`config.mk`:
```
export PLATFORM = sky130hd
export DESIGN_NAME = calc_display_driver
export DESIGN_NICKNAME = d
export VERILOG_FILES = /design/src/rtl/calc_display_driver.sv
export SDC_FILE = /design/constraint.sdc
export NUM_CORES = 1
export LEC_CHECK = 0
export ABC_AREA = 1
export BUFFER_PORTS_ARGS = -buffer_cell sky130_fd_sc_hd__buf_2
export CORE_MARGIN = 1
export CORE_UTILIZATION = 55
export DETAILED_ROUTE_END_ITERATION = 8
export PLACE_DENSITY = 0.76
export SLEW_MARGIN = 15
export SYNTH_ARGS = -nofsm -noshare
export SYNTH_HDL_FRONTEND = slang
export SYNTH_SLANG_ARGS = --single-unit
```
`constraint.sdc`:
```
create_clock -name clk -period 6 [get_ports clk]
set_clock_uncertainty 0.05 [all_clocks]
set_input_delay 0.3 -clock clk [delete_from_list [all_inputs] [get_ports clk]]
set_output_delay 0.3 -clock clk [all_outputs]
set_load 0.01 [all_outputs]
```
`src/rtl/calc_display_driver.sv`:
```
// calc_display_driver: shows a 32-bit binary result in decimal on a multiplexed
// common-anode 7-segment display. A double-dabble engine does one shift per clk.
// Latency: 34 cycles from capture to display register (busy for 33). No backpressure:
//   value changes during a conversion are picked up by the following IDLE compare.
// Ports: clk, reset (sync, active-high), value[31:0] in; seg[6:0] {g..a} active-low,
//   an[DIGITS-1:0] one-hot active-low (bit 0 = rightmost), dp (const 1), busy, overflow out.
// Optional build macro: SIGNED_DISPLAY_EN (two's-complement value with minus sign).
`timescale 1ns/1ps
module calc_display_driver #(
  parameter int DIGITS   = 8,
  parameter int SCAN_DIV = 50000
) (
  input  logic              clk,
  input  logic              reset,
  input  logic [31:0]       value,
  output logic [6:0]        seg,
  output logic [DIGITS-1:0] an,
  output logic              dp,
  output logic              busy,
  output logic              overflow
);

  localparam int NIB = 10;                 // 32-bit unsigned needs 10 decimal digits
  localparam int PW  = $clog2(SCAN_DIV);
  localparam int IW  = 4;

  localparam logic [6:0] SEG_BLANK = 7'h7F;
  localparam logic [6:0] SEG_E     = 7'b0000110;
  localparam logic [6:0] SEG_MINUS = 7'b0111111;

  typedef enum logic [1:0] {S_IDLE, S_SHIFT, S_UPDATE} state_t;

  state_t            state_q;
  logic              pending_q;
  logic [31:0]       last_q;
  logic [31:0]       sr_q;
  logic [4*NIB-1:0]  bcd_q;
  logic [4*NIB-1:0]  disp_q;
  logic [4:0]        cnt_q;
  logic [NIB-1:0]    blank_q;
  logic [NIB-1:0]    minus_q;
  logic              ovf_q;
  logic              busy_q;
  logic [PW-1:0]     presc_q;
  logic [IW-1:0]     idx_q;
  logic [6:0]        seg_q;
  logic [DIGITS-1:0] an_q;
`ifdef SIGNED_DISPLAY_EN
  logic              neg_q;
`endif

  function automatic logic [6:0] dec7(input logic [3:0] d);
    case (d)
      4'd0:    dec7 = 7'b1000000;
      4'd1:    dec7 = 7'b1111001;
      4'd2:    dec7 = 7'b0100100;
      4'd3:    dec7 = 7'b0110000;
      4'd4:    dec7 = 7'b0011001;
      4'd5:    dec7 = 7'b0010010;
      4'd6:    dec7 = 7'b0000010;
      4'd7:    dec7 = 7'b1111000;
      4'd8:    dec7 = 7'b0000000;
      4'd9:    dec7 = 7'b0010000;
      default: dec7 = SEG_BLANK;
    endcase
  endfunction

  // Magnitude captured into the shift register.
  logic [31:0] mag_d;
  always_comb begin
`ifdef SIGNED_DISPLAY_EN
    mag_d = value[31] ? (~value + 32'd1) : value;
`else
    mag_d = value;
`endif
  end

  // One double-dabble step: add-3 correction, then shift {bcd, sr} left.
  logic [4*NIB-1:0] bcd_adj;
  logic [4*NIB-1:0] bcd_d;
  logic [31:0]      sr_d;
  always_comb begin
    bcd_adj = bcd_q;
    for (int i = 0; i < NIB; i++) begin
      if (bcd_q[4*i +: 4] >= 4'd5) bcd_adj[4*i +: 4] = bcd_q[4*i +: 4] + 4'd3;
    end
    {bcd_d, sr_d} = {bcd_adj, sr_q} << 1;
  end

  // Display attributes derived from the finished BCD word (used in UPDATE).
  logic [NIB-1:0] nz;
  logic [NIB-1:0] blank_d;
  logic [NIB-1:0] minus_d;
  logic           ovf_d;
  logic           seen;
`ifdef SIGNED_DISPLAY_EN
  logic           placed;
`endif
  always_comb begin
    nz      = '0;
    blank_d = '0;
    minus_d = '0;
    ovf_d   = 1'b0;
    seen    = 1'b0;
    for (int i = 0; i < NIB; i++) nz[i] = |bcd_q[4*i +: 4];
    // A digit is blank when it and everything above it is zero.
    for (int i = NIB - 1; i >= 0; i--) begin
      seen       = seen | nz[i];
      blank_d[i] = ~seen;
    end
    blank_d[0] = 1'b0;
    for (int i = 0; i < NIB; i++) begin
      if (i >= DIGITS && nz[i]) ovf_d = 1'b1;
    end
`ifdef SIGNED_DISPLAY_EN
    // Minus goes in the lowest blank digit; no room on the display means overflow.
    placed = 1'b0;
    if (neg_q) begin
      for (int i = 1; i < DIGITS; i++) begin
        if (blank_d[i] && !blank_d[i-1]) begin
          minus_d[i] = 1'b1;
          placed     = 1'b1;
        end
      end
      if (!placed) ovf_d = 1'b1;
    end
`endif
  end

  // Scan prescaler and digit index.
  logic          tc;
  logic [PW-1:0] presc_d;
  logic [IW-1:0] idx_d;
  always_comb begin
    tc      = (presc_q == PW'(SCAN_DIV - 1));
    presc_d = tc ? '0 : presc_q + PW'(1);
    idx_d   = idx_q;
    if (tc) idx_d = (idx_q == IW'(DIGITS - 1)) ? '0 : idx_q + IW'(1);
  end

  // seg is decoded from the next index so it lands in the same cycle as an.
  logic [3:0]        nib_sel;
  logic              blank_sel;
  logic              minus_sel;
  logic [6:0]        seg_d;
  logic [DIGITS-1:0] an_d;
  always_comb begin
    nib_sel   = '0;
    blank_sel = 1'b1;
    minus_sel = 1'b0;
    for (int i = 0; i < NIB; i++) begin
      if (idx_d == IW'(i)) begin
        nib_sel   = disp_q[4*i +: 4];
        blank_sel = blank_q[i];
        minus_sel = minus_q[i];
      end
    end
    if (ovf_q)          seg_d = (idx_d == '0) ? SEG_E : SEG_BLANK;
    else if (minus_sel) seg_d = SEG_MINUS;
    else if (blank_sel) seg_d = SEG_BLANK;
    else                seg_d = dec7(nib_sel);
    an_d = ~(DIGITS'(1) << idx_d);
  end

  always_ff @(posedge clk) begin
    if (reset) begin
      state_q   <= S_IDLE;
      pending_q <= 1'b1;
      last_q    <= '0;
      sr_q      <= '0;
      bcd_q     <= '0;
      disp_q    <= '0;
      cnt_q     <= '0;
      blank_q   <= {{(NIB-1){1'b1}}, 1'b0};
      minus_q   <= '0;
      ovf_q     <= 1'b0;
      busy_q    <= 1'b0;
      presc_q   <= '0;
      idx_q     <= '0;
      seg_q     <= SEG_BLANK;
      an_q      <= '1;
`ifdef SIGNED_DISPLAY_EN
      neg_q     <= 1'b0;
`endif
    end else begin
      presc_q <= presc_d;
      idx_q   <= idx_d;
      seg_q   <= seg_d;
      an_q    <= an_d;
      case (state_q)
        S_IDLE: begin
          if (pending_q || value != last_q) begin
            sr_q      <= mag_d;
            last_q    <= value;
            bcd_q     <= '0;
            cnt_q     <= '0;
            pending_q <= 1'b0;
            busy_q    <= 1'b1;
            state_q   <= S_SHIFT;
`ifdef SIGNED_DISPLAY_EN
            neg_q     <= value[31];
`endif
          end
        end
        S_SHIFT: begin
          bcd_q <= bcd_d;
          sr_q  <= sr_d;
          cnt_q <= cnt_q + 5'd1;
          if (cnt_q == 5'd31) state_q <= S_UPDATE;
        end
        S_UPDATE: begin
          disp_q  <= bcd_q;
          blank_q <= blank_d;
          minus_q <= minus_d;
          ovf_q   <= ovf_d;
          busy_q  <= 1'b0;
          state_q <= S_IDLE;
        end
        default: state_q <= S_IDLE;
      endcase
    end
  end

  assign seg      = seg_q;
  assign an       = an_q;
  assign dp       = 1'b1;
  assign busy     = busy_q;
  assign overflow = ovf_q;

endmodule
```
==> impl_metrics.py <==
metrics = {
    "clock_network": {
        "clkSlewWorstSetupHoldPaths_ps": 70,
        "cts_tree": "yes",
        "cts_made_buffers": 17,
        "postCtsSetupBuffers": 0,
        "clock_path_buffers": 2,
        "ctsRootBufferMaster": "clkbuf_16",
        "cts_sinks": 198,
        "ctsHoldBuffers": 0,
        "cts_htree_levels": 4,
        "clk_latency_ps": 430,
        "cts_resized": 0,
    },
    "synthesis": {
        "syn-num-nets": 1338,
        "syn_inst": 1266,
        "yosysSeqAreaShare_pct": 42.0,
        "synthArstFlopShare_pct": 0,
        "synth_warnings": 0,
        "yosys_register_bits": 198,
        "syn_area_um2": 9440,
        "ys.flop_type": "dfxtp_1",
        "synth-edff-count": 0,
        "yosysUniqueCellTypes": 45,
        "syn_area_per_cell_um2": 7.46,
    },
    "die": {
        "fp.dieW_um": 133,
        "initial_core_util_pct": 56.7,
        "core_area_um2": 16600,
        "boundaryPins": 52,
        "die_area_um2": 17700,
        "die_height_um": 133,
        "placementRows": 47,
    },
    "detailed_routing": {
        "dr_total_vias": 8190,
        "drcViolationCount": 0,
        "drtIter0Drc": 576,
        "via_per_inst": 5.42,
        "wire_per_inst_um": 13.4,
        "dr.pass1.iters": 5,
        "ant_nets": 0,
        "drt_wl_total_mm": 20.3,
    },
    "timing": {
        "setup_tns_ps": 0,
        "fin_crit_sh_pct": 51.9,
        "post-route-min-period_ps": 3110,
        "setup_viol": 0,
        "timing.slew.headroom_pct": 33.7,
        "hold_viol_final": 0,
        "slew_viol_final": 0,
        "rsz0062_at_grt": "false",
        "worst_slew_pin_slew_ps": 994,
        "clock.fmax_ghz": 0.321,
    },
    "global_route": {
        "grt_max_degree": 97,
        "grtUsageTotal_pct": 23.8,
        "grt_pass1_wl_mm": 34.8,
        "grt-ovfl-total": 0,
        "antenna_found_initial": 0,
        "grt_pass1_vias": 7434,
    },
    "finish": {
        "finalNetCount": 1350,
        "drive_gt1_share_pct": 10.7,
        "antenna_cells": 0,
        "fillers": 1468,
        "area_growth_pct": 9.80,
    },
    "status": {
        "status": "finished clean",
    },
    "placed_design": {
        "dp_hpwl_mm": 13.2,
        "gp_congestion": 0.842,
        "portBuffers": 50,
    },
    "power_and_ir_drop": {
        "cellPowerDensity_nw_per_um2": 261,
        "ir_worst_vdd_uv": 203,
        "power_mw": 2.70,
        "p_leak_nw": 4.20,
    },
    "min_path": {
        "min_from": "value[7]",
        "worstHoldPathType": "in2reg",
        "hold_depth": 3,
        "hold_end": "last_q[7]$_SDFFE_PP0P_",
    },
    "setup_path": {
        "required_ps": 6250,
        "crit_type": "reg2reg",
        "critPathArrivalTime_ps": 3370,
        "timing.rr.start": "presc_q[0]$_SDFF_PP0_",
        "rrSetupSlack_ps": 2890,
        "endpoint_kind": "register",
        "cp_max_fo": 6,
        "timing.rr.end": "seg[5]$_SDFF_PP1_",
        "ff2ff_path_depth": 23,
        "start_kind": "register",
    },
    "run": {
        "max_cap_viol_count": 0,
    },
}
[layout by cell type (no fill, tap or decap), types with 3 or more instances in the layout]
cell type and count:
a21oi_1 158, a31oi_1 30, buf_2 49, buf_4 8, clkbuf_1 3, clkbuf_16 17
clkbuf_8 4, clkinv_2 3, dfxtp_1 198, ha_1 38, inv_1 106, inv_2 7
nand2_1 215, nand2_2 12, nand2_4 8, nand3_1 145, nand4_1 15, nor2_1 86
nor2_2 6, nor2_4 6, nor3_1 10, nor3b_1 4, o2111ai_1 4, o211ai_1 6
o21ai_0 83, or2_2 4, xnor2_1 14, xor2_1 21
[synthesized netlist by cell type, types with 10 or more instances]
cell type / number / share of area (%)
nand2_1: 216 / 8.6
dfxtp_1: 198 / 42
a21oi_1: 158 / 8.4
nand3_1: 145 / 7.7
inv_1: 106 / 4.2
nor2_1: 87 / 3.5
o21ai_0: 83 / 4.4
clkbuf_1: 46 / 1.8
ha_1: 38 / 5.0
a31oi_1: 30 / 2.0
xor2_1: 21 / 1.9
nand4_1: 15 / 0.99
xnor2_1: 14 / 1.3
nand2_2: 12 / 0.80
nor3_1: 10 / 0.53
[sequential cells by signal, indices dropped and copies added, names as in the netlist, 7 cells and up]
signal,count
disp_q,40
sr_q,32
seg,7
blank_q,9
presc_q,16
last_q,32
an,8
bcd_q,40
[routing by layer]
metal	global-route usage, %	share of wire, %	vias to the layer above
met5	0	0	-
met4	7.22	1.3	0
met3	4.10	3.8	18
met2	38.7	46	156
met1	32.1	49	3758
li1	-	-	4258
[power by group]
| part | switching [mW] | internal (mW) | total, mW |
|---|---|---|---|
| clock | 0.490 | 0.658 | 1.15 |
| sequential | 0.0233 | 1.35 | 1.38 |
| combinational | 0.117 | 0.0593 | 0.177 |
[per-stage QoR]
stage / cells / area [µm²] / hold slack [ps] / setup slack, ps / util [%]
3_5_place_dp: 1479 / 9780 / 394 / 2930 / 58.8
2_1_floorplan: 1266 / 9440 / 362 / 3320 / -
4_1_cts: 1510 / 10400 / 124 / 2890 / 62.3
3_3_place_gp: 1479 / 9780 / 385 / 2980 / 58.8
5_1_grt: 1510 / 10400 / 139 / 2540 / 62.3
6_report: 1510 / 10400 / 138 / 2890 / 62.3
[kinds of logic after synthesis]
group | synth area share [%]
xor+xnor | 3.25
other cells | 0.0397
fa+ha+maj | 5.04
simple gates | 25.7
compound gates | 16.8
flops | 42.0
buf+inv | 7.20
[area by class of cell]
type	instances	area, µm²	area share [%]
Multi-Input combinational cell	891	4810	46.4
Sequential cell	198	3960	38.2
Clock buffer	24	492	4.74
Inverter	113	424	4.09
Timing Repair Buffer	57	305	2.95
Tap cell	220	275	2.66
Clock inverter	7	92.6	0.893
[critical path, cell delays in order, from the launching register on]
cell and delay, ps:
dfxtp_1 370, ha_1 250, nand3_4 120, nor2_2 200, nand2_1 110, nand2_1 70
nand2_1 100, nand2_1 130, nor2_1 110, nand2_1 70, nand2_1 40, inv_1 50
nand4_1 110, nand2_1 80, nand3_1 70, nor2_1 320, inv_1 130, ha_1 210
nand2_1 70, o21ai_0 80, nand2_1 60, nand2_1 50, nand2_1 60, nand2_1 40
[worst max-delay path by stage]
stage                                from                     to  slack (ps)  depth (start not counted)
floorplan           presc_q[0]$_SDFF_PP0_      seg[5]$_SDFF_PP1_        3320                         23
global placement                 value[6]  sr_q[14]$_SDFFE_PP0P_        2980                         11
detailed placement  presc_q[0]$_SDFF_PP0_      seg[5]$_SDFF_PP1_        2930                         23
CTS                 presc_q[0]$_SDFF_PP0_      seg[5]$_SDFF_PP1_        2890                         23
global route        presc_q[0]$_SDFF_PP0_      seg[5]$_SDFF_PP1_        2540                         23
finish              presc_q[0]$_SDFF_PP0_      seg[5]$_SDFF_PP1_        2890                         23
(Power assumes the default switching activity.)
